--- config.mk ---
export PLATFORM = sky130hd
export DESIGN_NAME = assgn1
export DESIGN_NICKNAME = d
export VERILOG_FILES = /design/src/rtl/assgn1_pkg.sv /design/src/rtl/assgn1_fa_cell.sv /design/src/rtl/assgn1.sv
export SDC_FILE = /design/constraint.sdc
export NUM_CORES = 1
export LEC_CHECK = 0
export CORE_AREA = 2 2 39 41
export DETAILED_ROUTE_END_ITERATION = 7
export DIE_AREA = 0 0 41 43
export PLACE_DENSITY_LB_ADDON = 0.25
export SLEW_MARGIN = 40
export SYNTH_ARGS = -nofsm -noshare
export SYNTH_HDL_FRONTEND = slang
export SYNTH_SLANG_ARGS = --single-unit
--- constraint.sdc ---
create_clock -name clk -period 2.01 [get_ports clk]
set_clock_uncertainty 0.1 [all_clocks]
set_input_delay 0.402 -clock clk [delete_from_list [all_inputs] [get_ports clk]]
set_output_delay 0.402 -clock clk [all_outputs]
set_load 0.01 [all_outputs]
--- src/rtl/assgn1_pkg.sv ---
`default_nettype none
// ============================================================================
//  Module      : assgn1_pkg
//  Description : Shared constants and helpers for the assgn1 full-adder cell.
//  Revision    : 1.0  initial release
// ============================================================================
package assgn1_pkg;

    // Default width of the saturating carry-event counter
    localparam int CNT_W_DEF = 8;

    // Majority of three bits: carry-out of a 1-bit full adder
    function automatic logic fa_maj(input logic a, input logic b, input logic c);
        return (a & b) | (a & c) | (b & c);
    endfunction

endpackage : assgn1_pkg
`default_nettype wire

--- src/rtl/assgn1_fa_cell.sv ---
`default_nettype none
// ============================================================================
//  Module      : assgn1_fa_cell
//  Description : Purely combinational 1-bit full adder (a + b + cin).
//  Revision    : 1.0  initial release
// ============================================================================
module assgn1_fa_cell
    import assgn1_pkg::*;
(
    input  logic i_a,
    input  logic i_b,
    input  logic i_cin,
    output logic o_sum,
    output logic o_carry
);

    // Sum is the parity of the three inputs, carry their majority
    always_comb begin
        o_sum   = i_a ^ i_b ^ i_cin;
        o_carry = fa_maj(i_a, i_b, i_cin);
    end

endmodule : assgn1_fa_cell
`default_nettype wire

--- src/rtl/assgn1.sv ---
`default_nettype none
// ============================================================================
//  Module      : assgn1
//  Description : 1-bit full adder with zero-latency outputs, registered
//                copies of sum/carry and a saturating carry-event counter.
//                Optional macro ASSGN1_SERIAL_EN adds a 'serial' input that
//                feeds carry_q back as carry-in, forming a bit-serial adder.
//  Revision    : 1.0  initial release
// ============================================================================
module assgn1
    import assgn1_pkg::*;
#(
    parameter int CNT_W = CNT_W_DEF
) (
    input  logic             clk,
    input  logic             rst,
`ifdef ASSGN1_SERIAL_EN
    input  logic             serial,
`endif
    input  logic             a,
    input  logic             b,
    input  logic             c,
    output logic             sum,
    output logic             carry,
    output logic             sum_q,
    output logic             carry_q,
    output logic [CNT_W-1:0] carry_cnt,
    output logic             cnt_sat
);

    logic             w_cin;
    logic             w_sum;
    logic             w_carry;
    logic             w_sat;
    logic             r_sum_q;
    logic             r_carry_q;
    logic [CNT_W-1:0] r_cnt;

    // Carry-in select: in serial mode the previous bit's carry replaces c
`ifdef ASSGN1_SERIAL_EN
    always_comb begin
        w_cin = serial ? r_carry_q : c;
    end
`else
    always_comb begin
        w_cin = c;
    end
`endif

    assgn1_fa_cell u_fa (
        .i_a     (a),
        .i_b     (b),
        .i_cin   (w_cin),
        .o_sum   (w_sum),
        .o_carry (w_carry)
    );

    // Counter is full when every bit is set; it must hold there, not wrap
    always_comb begin
        w_sat = &r_cnt;
    end

    // One-cycle registered copies of sum and carry
    always_ff @(posedge clk) begin
        if (rst) begin
            r_sum_q   <= 1'b0;
            r_carry_q <= 1'b0;
        end else begin
            r_sum_q   <= w_sum;
            r_carry_q <= w_carry;
        end
    end

    // Count edges at which carry is high; reset takes priority over counting
    always_ff @(posedge clk) begin
        if (rst) begin
            r_cnt <= '0;
        end else if (w_carry && !w_sat) begin
            r_cnt <= r_cnt + CNT_W'(1);
        end
    end

    // Combinational outputs are never gated by reset
    always_comb begin
        sum       = w_sum;
        carry     = w_carry;
        sum_q     = r_sum_q;
        carry_q   = r_carry_q;
        carry_cnt = r_cnt;
        cnt_sat   = w_sat;
    end

endmodule : assgn1
`default_nettype wire

* Word level (Yosys, flattened, before mapping)
Index checks and enable logic that the tools add are counted.
** Word-level totals
- Input port bits :: 5
- Word-level logic and storage cells :: 14
- Register bits :: 10
- Output and inout port bits :: 13
** Operators by class
- Bitwise gates (word level) :: 7
- Reduce and logical (&&, ||, !) cells :: 3
- Add/sub/neg operators :: 1
** Operator list (number)
- adder 8 x 1 -> 8 bit (second input constant) :: 1
- AND reduction 8 bit :: 1
- AND 1 bit :: 3
- bitwise OR 1 bit :: 2
- bitwise XOR 1 bit :: 2
- logical AND 1 bit :: 1
- zero test 1 bit :: 1

* Depth between registers and ports, before layout
- Depth in word-level cells :: 4
- Mapped depth :: 5
- Mapped depth without buffers :: 5

* Modules after synthesis
A second synthesis with hierarchy kept.
** Second synthesis, totals
- Cells, all modules :: 53
- Area total of the unflattened synthesis :: 504.2 sq um
** By module, submodules not included
- assgn1 :: area each 484.2 sq um, seq. area each 200.2 sq um, instances 1, cells an instance 52
- assgn1_fa_cell :: area each 20.0 sq um, seq. area each 0.0 sq um, instances 1, cells an instance 1

* Worst setup path before layout
No wires, ideal clock.
- Path kind :: input to register
- From :: input port b
- To :: register r_cnt[5] (netlist: carry_cnt[5])
- Data arrival time :: 1.496 ns
- Slack :: 0.344 ns
- Path buffers :: 0
- Library setup time :: 0.070 ns
- Stages on the path :: 4
- Data required time :: 1.840 ns
- Path through :: fa_1 nand4_2 or4_1 a21oi_1
** Between the ends
- Word-level cells in the longest chain between the ends :: 4
- Elaborated cells between the ends (all ways) :: 5
- Those cells by class :: bitwise (4); reduce/logical (1)
** RTL lines
- start: declaration :: RTL line assgn1.sv:21 : input logic b,
- AND 1 bit :: RTL line assgn1_pkg.sv:14 : return (a & b) | (a & c) | (b & c);
- bitwise OR 1 bit :: RTL line assgn1_pkg.sv:14
- bitwise OR 1 bit (*) :: RTL line assgn1_pkg.sv:14
- logical AND 1 bit (*) :: RTL line assgn1.sv:78 : end else if (w_carry && !w_sat) begin
- end signal: assignment :: RTL line assgn1.sv:79 : r_cnt <= r_cnt + CNT_W'(1);
- end: declaration :: RTL line assgn1.sv:37 : logic [CNT_W-1:0] r_cnt;
Mark *: on every way between the ends. The rest lies on a longest branch, timed or not.
A chain may end at the register's enable or synchronous reset.

* Worst setup path after layout
- From :: input port a
- To :: output port sum
** Between the ends
- Word-level cells in the longest chain between the ends :: 2
** RTL lines
- start: declaration :: RTL line assgn1.sv:20 : input logic a,
- bitwise XOR 1 bit (2 in series) :: RTL line assgn1_fa_cell.sv:19 : o_sum = i_a ^ i_b ^ i_cin;
- end: declaration :: RTL line assgn1.sv:23 : output logic sum,
No other way between the ends.

==> results by group <==
Timing
  – Sum Neg Setup Slack: 0 ps
  – Final setup violation count: 0
  – Transition time of the tightest slew-check pin: just under 400 ps
  – Rel. slew slack: 0.738
  – Smallest hold slack: 438 ps
  – Final Critical Period: roughly 2000 ps
  – Maximum frequency from static timing analysis: 513 MHz
  – Slew Limit Fails: 0
  – Final worst-path setup slack: 60.0 ps
  – Period Utilization, post-route: 0.970
  – Setup repair after global routing missed its margin: no
  – Final hold viol count: 0

Place
  – Number of I/O port buffers: 17
  – Number of cells in the design after placement: 92
  – Pre-CTS setup slack: -428 ps
  – Placer congestion estimate: 0.735
  – Instance area at placement: between 700 and 800 um2
  – HPWL after DPL: a little over 800 um

Synthesis
  – Net count of the mapped netlist: 56
  – Ys flop type: sky130_fd_sc_hd__dfxtp_1
  – Portion of the post-synthesis area used by sequential elements: 0.437
  – Dominant cell by count in the synthesized netlist: sky130_fd_sc_hd__dfxtp_1
  – Per-instance average area after synthesis: 9.35 um2
  – Cell Area, Synth: 458 um2
  – Largest cells by area after synthesis: sky130_fd_sc_hd__dfxtp_1, sky130_fd_sc_hd__nor2_1, sky130_fd_sc_hd__a21oi_1
  – Cell variety after synth: 23
  – Area share of the leading cell type in the synthesized netlist: 0.437
  – Post-synthesis register bit count: 10
  – Synth async-reset ratio: 0
  – Number of synthesized flops with an enable pin: 0
  – Most instantiated cells after synthesis: sky130_fd_sc_hd__dfxtp_1, sky130_fd_sc_hd__nor2_1, sky130_fd_sc_hd__a21oi_1
  – Synthesis Warnings: 0
  – Cell taking the most area after synthesis: sky130_fd_sc_hd__dfxtp_1
  – Synth Instances: 49

Layout
  – Fraction of final layout cells with drive strength greater than 1: 0.241
  – Antenna diode count: 0
  – Number of non-filler instances in the completed layout: 95
  – Number of inserted filler cells in the final layout: 131
  – Final design area excluding fillers: 744 um2
  – Layout Area Growth over Synthesis: 62.6%
  – Number of nets in the final layout: 88
  – Utilization of the core after routing: 0.538

CTS
  – Clk sink count: 10
  – Total setup buffers inserted after CTS: 0
  – Number of buffers inserted for hold repair after clock tree synthesis: 0
  – Number of buffers added by the clock tree synthesis step: 3
  – Root cell of the clock tree: sky130_fd_sc_hd__clkbuf_4
  – Clock edge transition at the registers on the reported setup and hold paths: 60 ps
  – # H-tree levels: 1
  – TritonCTS clock tree: built
  – Clk Latency, worst-skew pair: between 200 and 300 ps
  – Max Root-Sink Buffers: 2

Worst setup path
  – Launching instance or port of the critical path: a
  – Critical path capture point: sum
  – Worst Reg-to-Reg Cells: 5
  – Reg2reg setup slack: 460 ps
  – Worst Path Class, Setup: input port to output port
  – Worst-path fanout max: 2
  – Terminus of the critical flop-to-flop path: carry_cnt[1]$_SDFFE_PP0P_
  – Launch instance of the worst register-to-register path: carry_cnt[5]$_SDFFE_PP0P_
  – CP Capture Type: output port
  – Type of origin of the critical path: input port
  – Data required time at the worst endpoint: 1510 ps
  – Data arrival time of the worst path: 1450 ps

GRT
  – Gr usage total: 0.159
  – Remaining global-route overflow: 0
  – Pin count of the biggest net entering global routing: 11
  – Via count of the first global-routing pass: 438
  – Number of antenna violations at the first check in global routing: 0
  – Wire length of the first global-routing pass: 1.81 mm

Floorplanning
  – Vert. Die Dim: 43 um
  – FP Rows: 14
  – Number of top-level pins: 18
  – Die Span X: 41 um
  – Area of the placeable core: 0.00138 mm2
  – Area of the die: about 0.0018 mm2
  – Effective utilization at floorplan: 0.331

Worst hold path
  – Origin of the worst min-delay path: carry_cnt[5]$_SDFFE_PP0P_
  – Worst hold path type: register to register

Detailed routing
  – Routed vias/inst: 4.86
  – Initial detailed-routing violation count: 5
  – Pre-antenna DRT Iters: 3
  – Detailed-route wire length per cell: 11.5 um
  – Detailed-route DRC error count: 0
  – Total number of vias: 462
  – Number of nets with antenna violations after detailed routing: 0
  – Post-detailed-routing wire length: roughly 1.1 mm

Power
  – Power per unit of standard cell area: 577 mW/mm2
  – Worst IR drop on VDD: 458 uV
  – Power consumption: roughly 0.43 mW
  – Static leakage power: about 0.31 nW

Status
  – Outcome: finished clean

Job
  – # Max-Cap Violations: 0
==> layout by cell type (no fill, tap or decap), types with 2 or more instances in the layout <==
cell and instances:
sky130_fd_sc_hd__nand3_1 2, sky130_fd_sc_hd__nand2_1 2, sky130_fd_sc_hd__a211oi_1 2, sky130_fd_sc_hd__nor3_1 2, sky130_fd_sc_hd__a21oi_1 5, sky130_fd_sc_hd__clkbuf_4 3
sky130_fd_sc_hd__clkdlybuf4s50_1 12, sky130_fd_sc_hd__nor2_1 7, sky130_fd_sc_hd__nor2b_1 2, sky130_fd_sc_hd__buf_4 11, sky130_fd_sc_hd__dlymetal6s2s_1 2, sky130_fd_sc_hd__nand4_1 2
sky130_fd_sc_hd__dfxtp_1 10
==> worst max-delay path, stage by stage <==
cell and delay [ps]:
sky130_fd_sc_hd__clkdlybuf4s50_1 470, sky130_fd_sc_hd__fa_1 420, sky130_fd_sc_hd__buf_2 160
==> flip-flops by register name, indices dropped and copies added, names as in the netlist <==
name / flops
carry_cnt: 8
sum_q: 1
carry_q: 1
==> kinds of logic after synthesis <==
kind of cell / count (synthesis) / synth area share
AOI/OAI and AO/OA: 10 / 0.137
xor gates and xnor gates: 2 / 0.0383
adders and majority gates: 2 / 0.0710
buffers and inverters: 2 / 0.0328
DFF: 10 / 0.437
muxes: 1 / 0.0219
and+or+nand+nor: 22 / 0.262
==> worst min-delay path by stage <==
| stage | end | slack (ps) | cells after the start |
|---|---|---|---|
| floorplan | carry_cnt[5]$_SDFFE_PP0P_ | 430 | 2 |
| global placement | carry_cnt[6]$_SDFFE_PP0P_ | 420 | 2 |
| detailed placement | carry_cnt[5]$_SDFFE_PP0P_ | 420 | 2 |
| CTS | carry_cnt[5]$_SDFFE_PP0P_ | 430 | 2 |
| global route | carry_cnt[6]$_SDFFE_PP0P_ | 480 | 2 |
| finish | carry_cnt[5]$_SDFFE_PP0P_ | 440 | 2 |
==> power breakdown <==
part,internal (mW),switching (mW)
Combinational,0.0443,0.0339
Sequential,0.207,0.00339
Clock,0.0693,0.0718
Total,0.321,0.109
==> final cells by class <==
type,count,area (um2),area share
Timing Repair Buffer,28,253,0.339
Multi-Input combinational cell,37,245,0.329
Sequential cell,10,200,0.269
Clock buffer,3,22.5,0.0303
Tap cell,16,20.0,0.0269
Inverter,1,3.75,0.00504
==> per-layer routing <==
layer  part of all wire  global-route usage  vias to the layer above
li1                   -                   -                      240
met1               0.46               0.189                      209
met2               0.47               0.219                        9
met3              0.032              0.0314                        4
met4              0.046               0.160                        0
met5                  0                   0                        -
==> repair_timing <==
item | 4_1_cts | 5_1_grt
resized for setup | 9 | 2
pin swaps | 0 | 1
endpoints found under the setup margin | 3 | 2
gates cloned | 0 | 0
No activity file was read; power rests on OpenSTA's default activity.
